### src/rtl/ana_chan_sched_pkg.sv
// Shared types and defaults for the analog channel scheduler:
// FSM state encoding, channel-index width and parameter defaults.
package ana_sched_pkg;

  localparam int N_CH_DEF     = 6;
  localparam int SETTLE_W_DEF = 4;
  localparam int TMO_CYC_DEF  = 255;
  localparam int CHAN_W       = 3;

  typedef enum logic [2:0] {
    ST_IDLE,
    ST_BREAK,
    ST_SETTLE,
    ST_SAMPLE,
    ST_WAIT,
    ST_RELEASE
  } state_e;

endpackage

### src/rtl/ana_chan_sched_if.sv
// Request/converter/switch bundle between the scheduler and its surroundings.
// The slave modport is the scheduler side; master is the environment side.
interface ana_chan_sched_if
  import ana_sched_pkg::*;
#(
  parameter int N_CH     = N_CH_DEF,
  parameter int SETTLE_W = SETTLE_W_DEF
);

  logic                ena;
  logic [N_CH-1:0]     req;
  logic [SETTLE_W-1:0] settle_cfg;
  logic                conv_done;
  logic [N_CH-1:0]     sw_en;
  logic [CHAN_W-1:0]   chan;
  logic                busy;
  logic                sample;
  logic [N_CH-1:0]     ack;
  logic                err;

  modport master (
    output ena, req, settle_cfg, conv_done,
    input  sw_en, chan, busy, sample, ack, err
  );

  modport slave (
    input  ena, req, settle_cfg, conv_done,
    output sw_en, chan, busy, sample, ack, err
  );

endinterface

### src/rtl/ana_chan_sched_rr_arb.sv
// Combinational round-robin priority search: the first requester found
// after last_grant (wrapping at N_CH) wins; never more than one grant.
module rr_arb
  import ana_sched_pkg::*;
#(
  parameter int N_CH = N_CH_DEF
) (
  input  logic [N_CH-1:0]   req,
  input  logic [CHAN_W-1:0] last_grant,
  output logic [N_CH-1:0]   grant,
  output logic [CHAN_W-1:0] idx
);

  logic              found;
  logic [CHAN_W-1:0] cand;

  always_comb begin
    grant = '0;
    idx   = '0;
    found = 1'b0;
    cand  = '0;
    for (int k = 1; k <= N_CH; k++) begin
      cand = CHAN_W'((int'(last_grant) + k) % N_CH);
      if (!found && req[cand]) begin
        found       = 1'b1;
        grant[cand] = 1'b1;
        idx         = cand;
      end
    end
  end

endmodule

### src/rtl/ana_chan_sched.sv
// Analog channel scheduler: round-robin grant, break-before-make switching,
// programmable settle, sample strobe, converter wait with timeout, ack/err.
module ana_chan_sched
  import ana_sched_pkg::*;
#(
  parameter int N_CH     = N_CH_DEF,
  parameter int SETTLE_W = SETTLE_W_DEF,
  parameter int TMO_CYC  = TMO_CYC_DEF
) (
  input logic             clk,
  input logic             rst_n,
  ana_chan_sched_if.slave bus
);

  localparam int TMO_W = (TMO_CYC < 2) ? 1 : $clog2(TMO_CYC + 1);

  state_e              state_q, state_d;
  logic [CHAN_W-1:0]   chan_q, chan_d;
  logic [CHAN_W-1:0]   last_grant_q, last_grant_d;
  logic [SETTLE_W-1:0] settle_q, settle_d;
  logic [TMO_W-1:0]    tmo_q, tmo_d;
  logic                timeout_q, timeout_d;
  logic [N_CH-1:0]     req_q, req_d;
  logic [N_CH-1:0]     rr_grant;
  logic [CHAN_W-1:0]   rr_idx;
  logic [N_CH-1:0]     chan_onehot;
  logic [N_CH-1:0]     ack_w;

  rr_arb #(.N_CH(N_CH)) u_rr_arb (
    .req        (req_q),
    .last_grant (last_grant_q),
    .grant      (rr_grant),
    .idx        (rr_idx)
  );

  assign chan_onehot = {{(N_CH-1){1'b0}}, 1'b1} << chan_q;
  assign ack_w       = (state_q == ST_RELEASE) ? chan_onehot : '0;

  assign bus.sw_en  = (state_q inside {ST_SETTLE, ST_SAMPLE, ST_WAIT}) ? chan_onehot : '0;
  assign bus.chan   = chan_q;
  assign bus.busy   = (state_q != ST_IDLE);
  assign bus.sample = (state_q == ST_SAMPLE);
  assign bus.ack    = ack_w;
  assign bus.err    = (state_q == ST_RELEASE) && timeout_q;

  // Requests pass through one register stage; the channel being acked is
  // masked so a requester dropping req on ack is not granted a second time.
  always_comb begin
    state_d      = state_q;
    chan_d       = chan_q;
    last_grant_d = last_grant_q;
    settle_d     = settle_q;
    tmo_d        = tmo_q;
    timeout_d    = timeout_q;
    req_d        = bus.req & ~ack_w;
    case (state_q)
      ST_IDLE: begin
        if (bus.ena && (|rr_grant)) begin
          chan_d  = rr_idx;
          state_d = ST_BREAK;
        end
      end
      ST_BREAK: begin
        settle_d = bus.settle_cfg;
        state_d  = ST_SETTLE;
      end
      ST_SETTLE: begin
        if (settle_q == '0) begin
          state_d = ST_SAMPLE;
        end else begin
          settle_d = settle_q - SETTLE_W'(1);
        end
      end
      ST_SAMPLE: begin
        tmo_d     = '0;
        timeout_d = 1'b0;
        state_d   = ST_WAIT;
      end
      ST_WAIT: begin
        // A conversion finishing on the timeout cycle still counts as success.
        if (bus.conv_done) begin
          timeout_d = 1'b0;
          state_d   = ST_RELEASE;
        end else if (tmo_q == TMO_W'(TMO_CYC - 1)) begin
          timeout_d = 1'b1;
          state_d   = ST_RELEASE;
        end else begin
          tmo_d = tmo_q + TMO_W'(1);
        end
      end
      ST_RELEASE: begin
        last_grant_d = chan_q;
        state_d      = ST_IDLE;
      end
      default: state_d = ST_IDLE;
    endcase
  end

  always_ff @(posedge clk or negedge rst_n) begin
    if (!rst_n) begin
      state_q      <= ST_IDLE;
      chan_q       <= '0;
      last_grant_q <= CHAN_W'(N_CH - 1);
      settle_q     <= '0;
      tmo_q        <= '0;
      timeout_q    <= 1'b0;
      req_q        <= '0;
    end else begin
      state_q      <= state_d;
      chan_q       <= chan_d;
      last_grant_q <= last_grant_d;
      settle_q     <= settle_d;
      tmo_q        <= tmo_d;
      timeout_q    <= timeout_d;
      req_q        <= req_d;
    end
  end

endmodule

### src/flat_wrapper.sv
// flat-port wrapper written by rule: the top's interface ports become plain ports
module ana_chan_sched_flat import ana_sched_pkg::*;
#(
  parameter int N_CH     = N_CH_DEF,
  parameter int SETTLE_W = SETTLE_W_DEF,
  parameter int TMO_CYC  = TMO_CYC_DEF
)
  (clk, rst_n, bus_ena, bus_req, bus_settle_cfg, bus_conv_done, bus_sw_en, bus_chan, bus_busy, bus_sample, bus_ack, bus_err);
  ana_chan_sched_if #(.N_CH(N_CH), .SETTLE_W(SETTLE_W)) bus_i ();
  input logic clk;
  input logic rst_n;
  input wire logic [$bits(bus_i.ena)-1:0] bus_ena;
  input wire logic [$bits(bus_i.req)-1:0] bus_req;
  input wire logic [$bits(bus_i.settle_cfg)-1:0] bus_settle_cfg;
  input wire logic [$bits(bus_i.conv_done)-1:0] bus_conv_done;
  output wire logic [$bits(bus_i.sw_en)-1:0] bus_sw_en;
  output wire logic [$bits(bus_i.chan)-1:0] bus_chan;
  output wire logic [$bits(bus_i.busy)-1:0] bus_busy;
  output wire logic [$bits(bus_i.sample)-1:0] bus_sample;
  output wire logic [$bits(bus_i.ack)-1:0] bus_ack;
  output wire logic [$bits(bus_i.err)-1:0] bus_err;
  assign bus_i.ena = bus_ena;
  assign bus_i.req = bus_req;
  assign bus_i.settle_cfg = bus_settle_cfg;
  assign bus_i.conv_done = bus_conv_done;
  assign bus_sw_en = bus_i.sw_en;
  assign bus_chan = bus_i.chan;
  assign bus_busy = bus_i.busy;
  assign bus_sample = bus_i.sample;
  assign bus_ack = bus_i.ack;
  assign bus_err = bus_i.err;
  ana_chan_sched #(.N_CH(N_CH), .SETTLE_W(SETTLE_W), .TMO_CYC(TMO_CYC)) u_core (.clk(clk), .rst_n(rst_n), .bus(bus_i));
endmodule
### config.mk
export PLATFORM = sky130hd
export DESIGN_NAME = ana_chan_sched_flat
export DESIGN_NICKNAME = d
export VERILOG_FILES = /design/src/rtl/ana_chan_sched_pkg.sv /design/src/rtl/ana_chan_sched_if.sv /design/src/rtl/ana_chan_sched_rr_arb.sv /design/src/rtl/ana_chan_sched.sv /design/src/flat_wrapper.sv
export SDC_FILE = /design/constraint.sdc
export NUM_CORES = 1
export LEC_CHECK = 0
export BUFFER_PORTS_ARGS = -buffer_cell sky130_fd_sc_hd__clkbuf_2
export CELL_PAD_IN_SITES_DETAIL_PLACEMENT = 2
export CELL_PAD_IN_SITES_GLOBAL_PLACEMENT = 2
export CORE_MARGIN = 1.5
export CORE_UTILIZATION = 37
export CTS_BUF_LIST = sky130_fd_sc_hd__clkbuf_4 sky130_fd_sc_hd__clkbuf_8
export DETAILED_ROUTE_END_ITERATION = 6
export GPL_TIMING_DRIVEN = 1
export HOLD_SLACK_MARGIN = 0.03
export PLACE_DENSITY = 0.85
export SETUP_SLACK_MARGIN = 0.5
export SYNTH_ARGS = -nofsm -noshare
export SYNTH_HDL_FRONTEND = slang
export SYNTH_SLANG_ARGS = --single-unit
export TNS_END_PERCENT = 5
### constraint.sdc
create_clock -name clk -period 5.1 [get_ports clk]
set_input_delay 1.02 -clock clk [delete_from_list [all_inputs] [get_ports clk]]
set_output_delay 1.02 -clock clk [all_outputs]
set_load 0.01 [all_outputs]
# After elaboration in Yosys (flattened, before gate mapping)
# Cells that the tools add are included.
dict set report word_totals {
  input_bits 14
  elab_cells 139
  output_inout_bits 18
  ff_bits 28
}
dict set report classes {
  div 6
  n_addsub 8
  reduce_logical 30
  shifts 1
  bitwise 7
  magnitude_cmp 12
  mux 56
  eq_ne 12
}
# operator n
set op_table {}
lappend op_table {{modulo 32 x 4 -> 32 bit (second input constant)} 6}
lappend op_table {{2-to-1 mux 6 bit} 8}
lappend op_table {{2-to-1 mux 3 bit} 10}
lappend op_table {{OR 6 bit} 5}
lappend op_table {{less-than comparator 3 x 4 -> 1 bit (second input constant)} 6}
lappend op_table {{2-to-1 mux 1 bit} 19}
lappend op_table {{binary-select mux 1 bit (select 3 bit)} 6}
lappend op_table {{demux 1 bit (select 3 bit)} 6}
lappend op_table {{greater-or-equal comparator 3 x 1 -> 1 bit (second input constant)} 6}
lappend op_table {{2-to-1 mux 8 bit} 2}
lappend op_table {{case mux 8 bit (2 select lines)} 1}
lappend op_table {{case mux 3 bit (5 select lines)} 1}
lappend op_table {{logical AND 1 bit} 13}
lappend op_table {{adder 3 x 3 -> 4 bit (second input constant)} 3}
lappend op_table {{adder 3 x 2 -> 4 bit (second input constant)} 2}
lappend op_table {{adder 8 x 1 -> 8 bit (second input constant)} 1}
lappend op_table {{equality test 8 bit (second input constant)} 1}
lappend op_table {{inequality test 2 bit (second input constant)} 4}
lappend op_table {{case mux 4 bit (2 select lines)} 1}
lappend op_table {{AND 6 bit} 1}
lappend op_table {{equality test 3 x 2 -> 1 bit (second input constant)} 2}
lappend op_table {{equality test 3 bit (second input constant)} 2}
lappend op_table {{inverter 6 bit} 1}
lappend op_table {{AND reduction 2 bit} 3}
lappend op_table {{other kinds (15)} 22}

# Logic depth before layout (Yosys ltp)
# Gate-level depths: netlist of the first run.
dict set report depth {
  word_depth 24
  depth_mapped 15
  ltp_nobuf 13
}

# By module
# A second synthesis of the first run with hierarchy kept.
dict set report unflattened {
  hier_cells 301
  area_unflattened_um2 2735.1
}
# module cells_each instances area_each_um2 seq_area_each_um2
set modules_own_cells {}
lappend modules_own_cells {ana_chan_sched 151 1 1544.0 703.2}
lappend modules_own_cells {rr_arb 150 1 1191.1 0.0}

# Worst setup path after synthesis of the first run
# OpenSTA, ideal clock, no wires.
dict set report synth_path {
  path_kind {register -> register}
  start {reg u_core.last_grant_q[0]}
  end {reg u_core.chan_q[0] (netlist: u_core.bus.chan[0])}
  t_required_ps 4975
  period_less_slack_ps 3803
  n_path_buf 2
  arrival_time_ps 3678
  path_stages_with_launch 16
  path_slack_ps 1297
  setup_ps 125
  path_cell_list {dfstp_2 buf_6 buf_8 inv_1 ha_1 xor2_2 inv_1 ha_1 or2b_2 o211a_1 a311o_1 o31ai_4 and4bb_4 a21oi_2 o21ai_2 mux2_2}
}
dict set report synth_via {
  elab_chain_cells 23
  elab_cells_between_ends 89
  classes_between {add/sub (6); div (6); order compare (12); mux (41); bitwise (5); reduce/logical (19)}
}
# item line
set synth_lines {}
lappend synth_lines {{start, declared} ana_chan_sched.sv:19} ;# logic [CHAN_W-1:0] last_grant_q, last_grant_d;
lappend synth_lines {{start signal, assigned} ana_chan_sched.sv:103} ;# last_grant_q <= CHAN_W'(N_CH - 1);
lappend synth_lines {{start signal, assigned} ana_chan_sched.sv:111} ;# last_grant_q <= last_grant_d;
lappend synth_lines {{branches (longest 23 deep; another with modulo 32 x 4 -> 32 bit)} n/a}
lappend synth_lines {{end signal, assigned} ana_chan_sched.sv:110} ;# chan_q <= chan_d;
lappend synth_lines {{end, declared} ana_chan_sched.sv:18} ;# logic [CHAN_W-1:0] chan_q, chan_d;
# Parallel ways; which one is timed is not known. The select of a mux whose other input is x is not followed.
# A chain may end at the register's enable or synchronous reset.

# Worst setup path after layout of the first run
dict set report layout_path {
  start {reg u_core.last_grant_q[1]}
  end {reg u_core.chan_q[2] (netlist: u_core.bus.chan[2])}
}
# Same word-level chain as after synthesis.

==> run summary, run 1 <==
# diodes -> 0
Slew @ Worst Pin -> 1046 ps
count leader, synth -> nor2_1
die area -> 7455 sq um
CTS Buf Count -> 3
Synth Cell Area -> 2570 sq um
Hold Violations, Final -> 0
Pwr per Cell Area -> 631.1 nW/um^2
fmax -> 236.5 MHz
CTS max path bufs -> 2
R2R cell count -> 13
Core Area -> 6756 sq um
sequential share of the synthesized area -> 27.36%
unrepaired setup endpoints after global routing -> no
Cell Count, Final, Fillers Out -> 401
P_leak -> 0.001216 uW
Final Instance Area -> 2743 sq um
Critical Path RT -> 5270 ps
VDD IR max -> 0.0002178 V
final setup fails -> 0
Post-CTS Setup Inserts -> 0
Slew Viols, Final -> 0
Area growth syn-to-layout -> 6.719%
detailed-route via count -> 2346
post-DP HPWL -> 5.837 mm
EDFF count, synth -> 0
Syn Inst Count -> 299
Post-route DRC -> 0
Initial Util -> 38.04%
first-pass GRT wire length -> 12.66 mm
Synth warnings -> 0
RePlAce Congestion -> 0.8022
cts hold-fix bufs -> 0
final core occ -> 40.59%
DR vias/cell -> 5.850
port buffer count -> 31
status -> finished clean
Worst Hold Class -> reg -> reg
area leader, netlist -> dfrtp_1
period utilisation layout -> 82.92%
# IOs -> 32
placed cell area -> 2688 sq um
fill count -> 788
# rows -> 30
Worst EP arrival -> 4400 ps
top cell type's share of synthesized area -> 25.32%
Antenna Nets Post-Route -> 0
Clk Latency, worst-skew pair -> 280 ps
vias in the first global route -> 2505
CTS HTree Levels -> 1
grt total ovfl -> 0
ys async rst share -> 100.0%
root buffer cell -> clkbuf_8
DIE WIDTH -> 86.34 microns
wire per inst -> 18.62 microns
Max Cap Viol -> 0
Final Skew -> 5.313 ps
CP endpoint kind -> register
hold path depth -> 2
post-synthesis register bit count -> 28
antenna violations before repair -> 0
final WL -> 7.466 mm
first-pass detailed-route iteration total -> 4
CTS resizes -> 0
Max FO, Critical Path -> 9
syn_area_per_cell -> 8.595 sq um
largest cells by area after synthesis -> dfrtp_1 25%, ha_1 8.3%, nor2_1 4.2%, o21ai_0 4.1%, nand2_1 3.9%
min cycle time layout -> 4229 ps
Worst setup SP type -> register
placed cells -> 397
largest net degree at the start of global routing -> 29
relative slew slack -> 29.59%
Die H -> 86.34 microns
GR Util All Layers -> 21.24%
Most used DFF post-synth -> dfrtp_1
Fin Setup TNS -> 0 ps
Syn Nets -> 330
Tot Pwr -> 1731 uW
Worst-path clk slew -> 100 ps
critical path start-end classification -> reg -> reg
final layout net count -> 353
share of cells above drive strength 1 -> 20.25%
CTS Sinks -> 28
CTS tree -> yes
Post-synth top cells -> 29 x nor2_1, 27 x nand2_1, 26 x dfrtp_1
Yosys cell types -> 69
DR iter-0 viols -> 56
## kinds of logic (layout without fill, tap and decap cells)
group	Yosys count	in the layout	share of synthesized area, %
xor+xnor	8	8	3.311
simple gates	125	125	25.46
buf+inv	28	50	7.838
flops	28	28	27.36
mux	11	11	5.014
compound gates	82	82	22.74
fa+ha+maj	17	17	8.276
## sequential cells by signal (all words and copies together) (netlist names)
signal / flops
u_core.tmo_q: 8
u_core.req_q: 6
u_core.settle_q: 4
u_core.bus.chan: 3
u_core.last_grant_q: 3
u_core.state_q: 3
u_core.timeout_q: 1
## per-layer routing
layer,vias to the layer above,GRT usage (%),routed length (microns)
li1,1126,-,-
met1,1180,27.35,3417
met2,29,38.14,3793
met3,11,1.143,97
met4,0,6.598,158
met5,-,0,0
## power by group
group / switching [uW] / internal (uW)
sequential: 120 / 281
combinational: 708 / 479
clock: 73.6 / 69.4
total: 901 / 830
## worst max-delay path: stages (launching register included)
cell and delay (ps):
dfrtp_1 560, inv_1 220, ha_1 350, a21oi_1 290, inv_1 160, ha_1 310, or2b_2 340, o211a_1 240
a311o_1 340, o31ai_4 330, and4bb_4 300, a21oi_2 60, o21ai_2 240, mux2_2 380
## per-stage QoR
stage / hold slack [ps] / setup slack (ps)
6_report: 534.3 / 871.0
5_1_grt: 599.5 / 596.7
4_1_cts: 551.1 / 871.3
3_5_place_dp: 526.9 / 904.6
3_3_place_gp: 505.6 / 1140
2_1_floorplan: 472.6 / 1297
## placed cells by master, fill, tap and decap left out, types with 4 or more instances in the layout
cell type,count
clkbuf_2,31
nor2_1,29
nand2_1,27
dfrtp_1,26
o21ai_0,21
a21oi_1,19
ha_1,17
nor3_1,15
inv_1,12
nor2b_1,11
nand3_1,7
nand2b_1,6
or3_1,5
nor4_1,5
a211oi_1,5
mux2_2,5
mux2i_1,5
a21o_1,4
a31oi_1,4
clkbuf_8,4
## final timing paths
kind	start	end	slack [ps]
max	u_core.last_grant_q[1]	u_core.bus.chan[2]	870
min in group asynchronous	rst_n	u_core.settle_q[1]	780
min	u_core.settle_q[1]	u_core.settle_q[1]	530
min reg2reg	u_core.settle_q[1]	u_core.settle_q[1]	530
max reg2reg	u_core.last_grant_q[1]	u_core.bus.chan[2]	870
max in group asynchronous	rst_n	u_core.tmo_q[7]	3850
## layout make-up
class                   count  area [sq um]  area share [%]
flip-flops and latches     28         703.2           25.64
repair buffers             33         170.2           6.204
clock buffers               4         55.05           2.007
well taps                  80         100.1           3.650
inverters                  13         48.80           1.779
multi-input cells         243          1665           60.72
Note: power is estimated with default switching activity, not from simulation.
==> inputs of run 2 (changes only) <==
ABC_AREA = 1   (was unset)
CORE_UTILIZATION = 33   (was 37)
PLACE_DENSITY = 0.84   (was 0.85)
clock period = 4.2 ns   (was 5.1 ns; I/O delays follow)
==> run summary, run 2 <==
Post-synth top cells -> 102 x nand2_1, 59 x inv_1, 50 x nor2_1
Hold Violations, Final -> 0 (unchanged)
final setup fails -> 0 (unchanged)
Die H -> 90.19 microns (+4.5%)
CP bufs+invs -> 2 (unchanged)
Worst-path clk slew -> 110 ps (about the same)
Critical Path Most Common Cell -> nand2_1
Worst setup SP type -> register
fmax -> 289.5 MHz (+22%)
CTS Buf Count -> 3 (unchanged)
wire per inst -> 16.05 microns (-14%)
Worst EP arrival -> 3620 ps (-780 ps)
post-DP HPWL -> 6.719 mm (+15%)
critical path's largest stage delay -> 670 ps (+110 ps)
critical path start-end classification -> reg -> reg
GR Util All Layers -> 20.73% (-0.51 points)
detailed-route via count -> 2582 (+10%)
DR vias/cell -> 4.965 (-15%)
RePlAce Congestion -> 0.7716 (-3.8%)
first-pass GRT wire length -> 13.99 mm (+10%)
Most used DFF post-synth -> dfrtp_1
CP endpoint kind -> register
final layout net count -> 453 (+28%)
CTS HTree Levels -> 1 (unchanged)
antenna violations before repair -> 0 (unchanged)
die area -> 8134 sq um (+9.1%)
Critical Path RT -> 4370 ps (-900 ps)
Post-route DRC -> 0 (unchanged)
port buffer count -> 31 (unchanged)
fill count -> 921 (+17%)
M2 GR Usage -> 39.58% (+1.4 points)
global routing usage on met3 -> 2.284% (+1.1 points)
CTS max path bufs -> 2 (unchanged)
biggest regs -> u_core.tmo_q (8), u_core.req_q (6), u_core.settle_q (4)
final core occ -> 39.86% (-0.73 points)
EDFF count, synth -> 0 (unchanged)
final WL -> 8.344 mm (+12%)
Max Cap Viol -> 0 (unchanged)
CTS Sinks -> 28 (unchanged)
# diodes -> 0 (unchanged)
Crit-path slowest cell -> dfstp_4
min cycle time layout -> 3454 ps (-774.6 ps)
share of cells above drive strength 1 -> 20.90% (+0.65 points)
status -> finished clean
area leader, netlist -> dfrtp_1
# rows -> 31 (+3.3%)
Area growth syn-to-layout -> 15.86%
Synth warnings -> 0 (unchanged)
top cell type's share of synthesized area -> 25.94% (+0.62 points)
Most flops, register -> u_core.tmo_q
count leader, synth -> nand2_1
Max FO, Critical Path -> 9 (unchanged)
largest net degree at the start of global routing -> 29 (unchanged)
Clk Latency, worst-skew pair -> 280 ps (about the same)
GR Util met1 -> 24.57% (-2.8 points)
Slew Viols, Final -> 0 (unchanged)
Yosys cell types -> 35 (-49%)
vias in the first global route -> 2888 (+15%)
max FFs per register -> 8 (unchanged)
Syn Inst Count -> 381 (+27%)
DIE WIDTH -> 90.19 microns (+4.5%)
sequential share of the synthesized area -> 28.03% (+0.67 points)
DR iter-0 viols -> 48 (-14%)
delay-heaviest family, CP -> simple AND/OR/NAND/NOR gates
syn_area_per_cell -> 6.584 sq um (-23%)
largest cells by area after synthesis -> dfrtp_1 26%, nand2_1 15%, inv_1 8.8%, ha_1 8.5%, nor2_1 7.5%
Final Skew -> 8.362 ps (+3.050 ps)
unrepaired setup endpoints after global routing -> no
grt total ovfl -> 0 (unchanged)
Worst Hold Class -> reg -> reg
relative slew slack -> 47.15% (+18 points)
period utilisation layout -> 82.25% (-0.67 points)
first-pass detailed-route iteration total -> 4 (unchanged)
Syn Nets -> 412 (+25%)
Antenna Nets Post-Route -> 0 (unchanged)
most common cell after layout, fill and taps aside -> nand2_1
CTS tree -> yes
# IOs -> 32 (unchanged)
Core Area -> 7292 sq um (+7.9%)
ys async rst share -> 100.0% (unchanged)
Slew @ Worst Pin -> 792.8 ps (-253.7 ps)
Fin Setup TNS -> 0 ps (unchanged)
Initial Util -> 34.40% (-3.6 points)
commonest non-fill, non-tap cells in the layout -> 102 x nand2_1, 58 x inv_1, 50 x nor2_1
ordered list of cells on the worst path -> inv_2 > ha_1 > inv_1 > nand2_1 > nand2_2 > ha_1 > nor2_1 > nand3_1 > nand2_1 > nand3_1 > nand2_1 > nand2_1 > nand2_1 > nand2_1 > nand2_2 > nand3_4 > nor2_4 > nand2_1 > nand3_2 > nand3_2 > nand2_1 > o21ai_1
Synth Cell Area -> 2509 sq um (-2.4%)
GRT Max-Usage Layer -> met2
root buffer cell -> clkbuf_8
post-synthesis register bit count -> 28 (unchanged)
run 2: cell types whose count changed in the layout (fill, tap and decap cells not counted), moves of 9 or more:
cell / previous run / this run
nand3_1: 7 / 27
inv_1: 12 / 58
nand2_2: 0 / 12
nand2_1: 27 / 102
nor3_1: 15 / 3
nor2b_1: 11 / 0
nor2_1: 29 / 50
a21oi_1: 19 / 10
run 2: kinds of logic after synthesis:
| kind of cell | Yosys count | share of synthesized area, % |
|---|---|---|
| adder cells (fa/ha/maj) | 17 | 8.479 |
| AO/OA/AOI/OAI | 50 | 12.02 |
| buffers and inverters | 68 | 10.37 |
| XOR/XNOR | 1 | 0.3492 |
| AND/OR/NAND/NOR | 217 | 40.75 |
| flip-flops | 28 | 28.03 |
run 2: repair_timing:
item	4_1_cts	5_1_grt
endpoints found under the setup margin	0	4
hold buffers	0	0
resized for setup	0	6
buffers inserted	0	7
run 2: layout make-up:
class | count | area [sq um] | share of cell area [%]
timing repair buffer | 38 | 207.7 | 7.146
inverter | 66 | 251.5 | 8.653
multi-input combinational | 285 | 1560 | 53.68
tap | 99 | 123.9 | 4.262
sequential | 28 | 708.2 | 24.37
clock buffer | 4 | 55.05 | 1.894
run 2: worst paths after layout:
path                       depth (start not counted)                     end  slack, ps                    from
setup / recovery                                  22      u_core.bus.chan[2]        750  u_core.last_grant_q[0]
hold / removal                                     1         u_core.tmo_q[7]        480         u_core.tmo_q[7]
setup reg to reg                                  22      u_core.bus.chan[2]        750  u_core.last_grant_q[0]
hold reg to reg                                    1         u_core.tmo_q[7]        480         u_core.tmo_q[7]
max in group asynchronous                          1  u_core.last_grant_q[1]       3020                   rst_n
min in group asynchronous                          1      u_core.settle_q[1]        620                   rst_n
run 2: worst register-to-register path, stage by stage (launching register included):
cell and delay [ps]:
dfstp_4 670, inv_2 110, ha_1 290, inv_1 110
nand2_1 70, nand2_2 130, ha_1 250, nor2_1 100
nand3_1 80, nand2_1 130, nand3_1 130, nand2_1 110
nand2_1 100, nand2_1 70, nand2_1 90, nand2_2 130
nand3_4 110, nor2_4 160, nand2_1 100, nand3_2 110
nand3_2 130, nand2_1 100, o21ai_1 70
run 2: stage by stage:
| stage | cell area (sq um) | instances | setup slack (ps) | hold slack (ps) |
|---|---|---|---|---|
| after floorplan | 2509 | 381 | 1272 | 434.2 |
| after global placement | 2775 | 509 | 794.2 | 452.4 |
| after detailed placement | 2775 | 509 | 609.9 | 465.3 |
| after CTS | 2830 | 513 | 542.8 | 481.0 |
| after global routing | 2907 | 520 | 501.9 | 496.5 |
| final | 2907 | 520 | 745.6 | 481.4 |
run 2: routing by layer:
metal	part of all wire, %	up-vias
met3	1.8	8
met2	55	24
li1	-	1287
met1	42	1263
met4	1.1	0
met5	0	-
Power of run 2 is not shown: default switching activity piles up to over one toggle a cycle in this logic, so the estimate is an artifact.
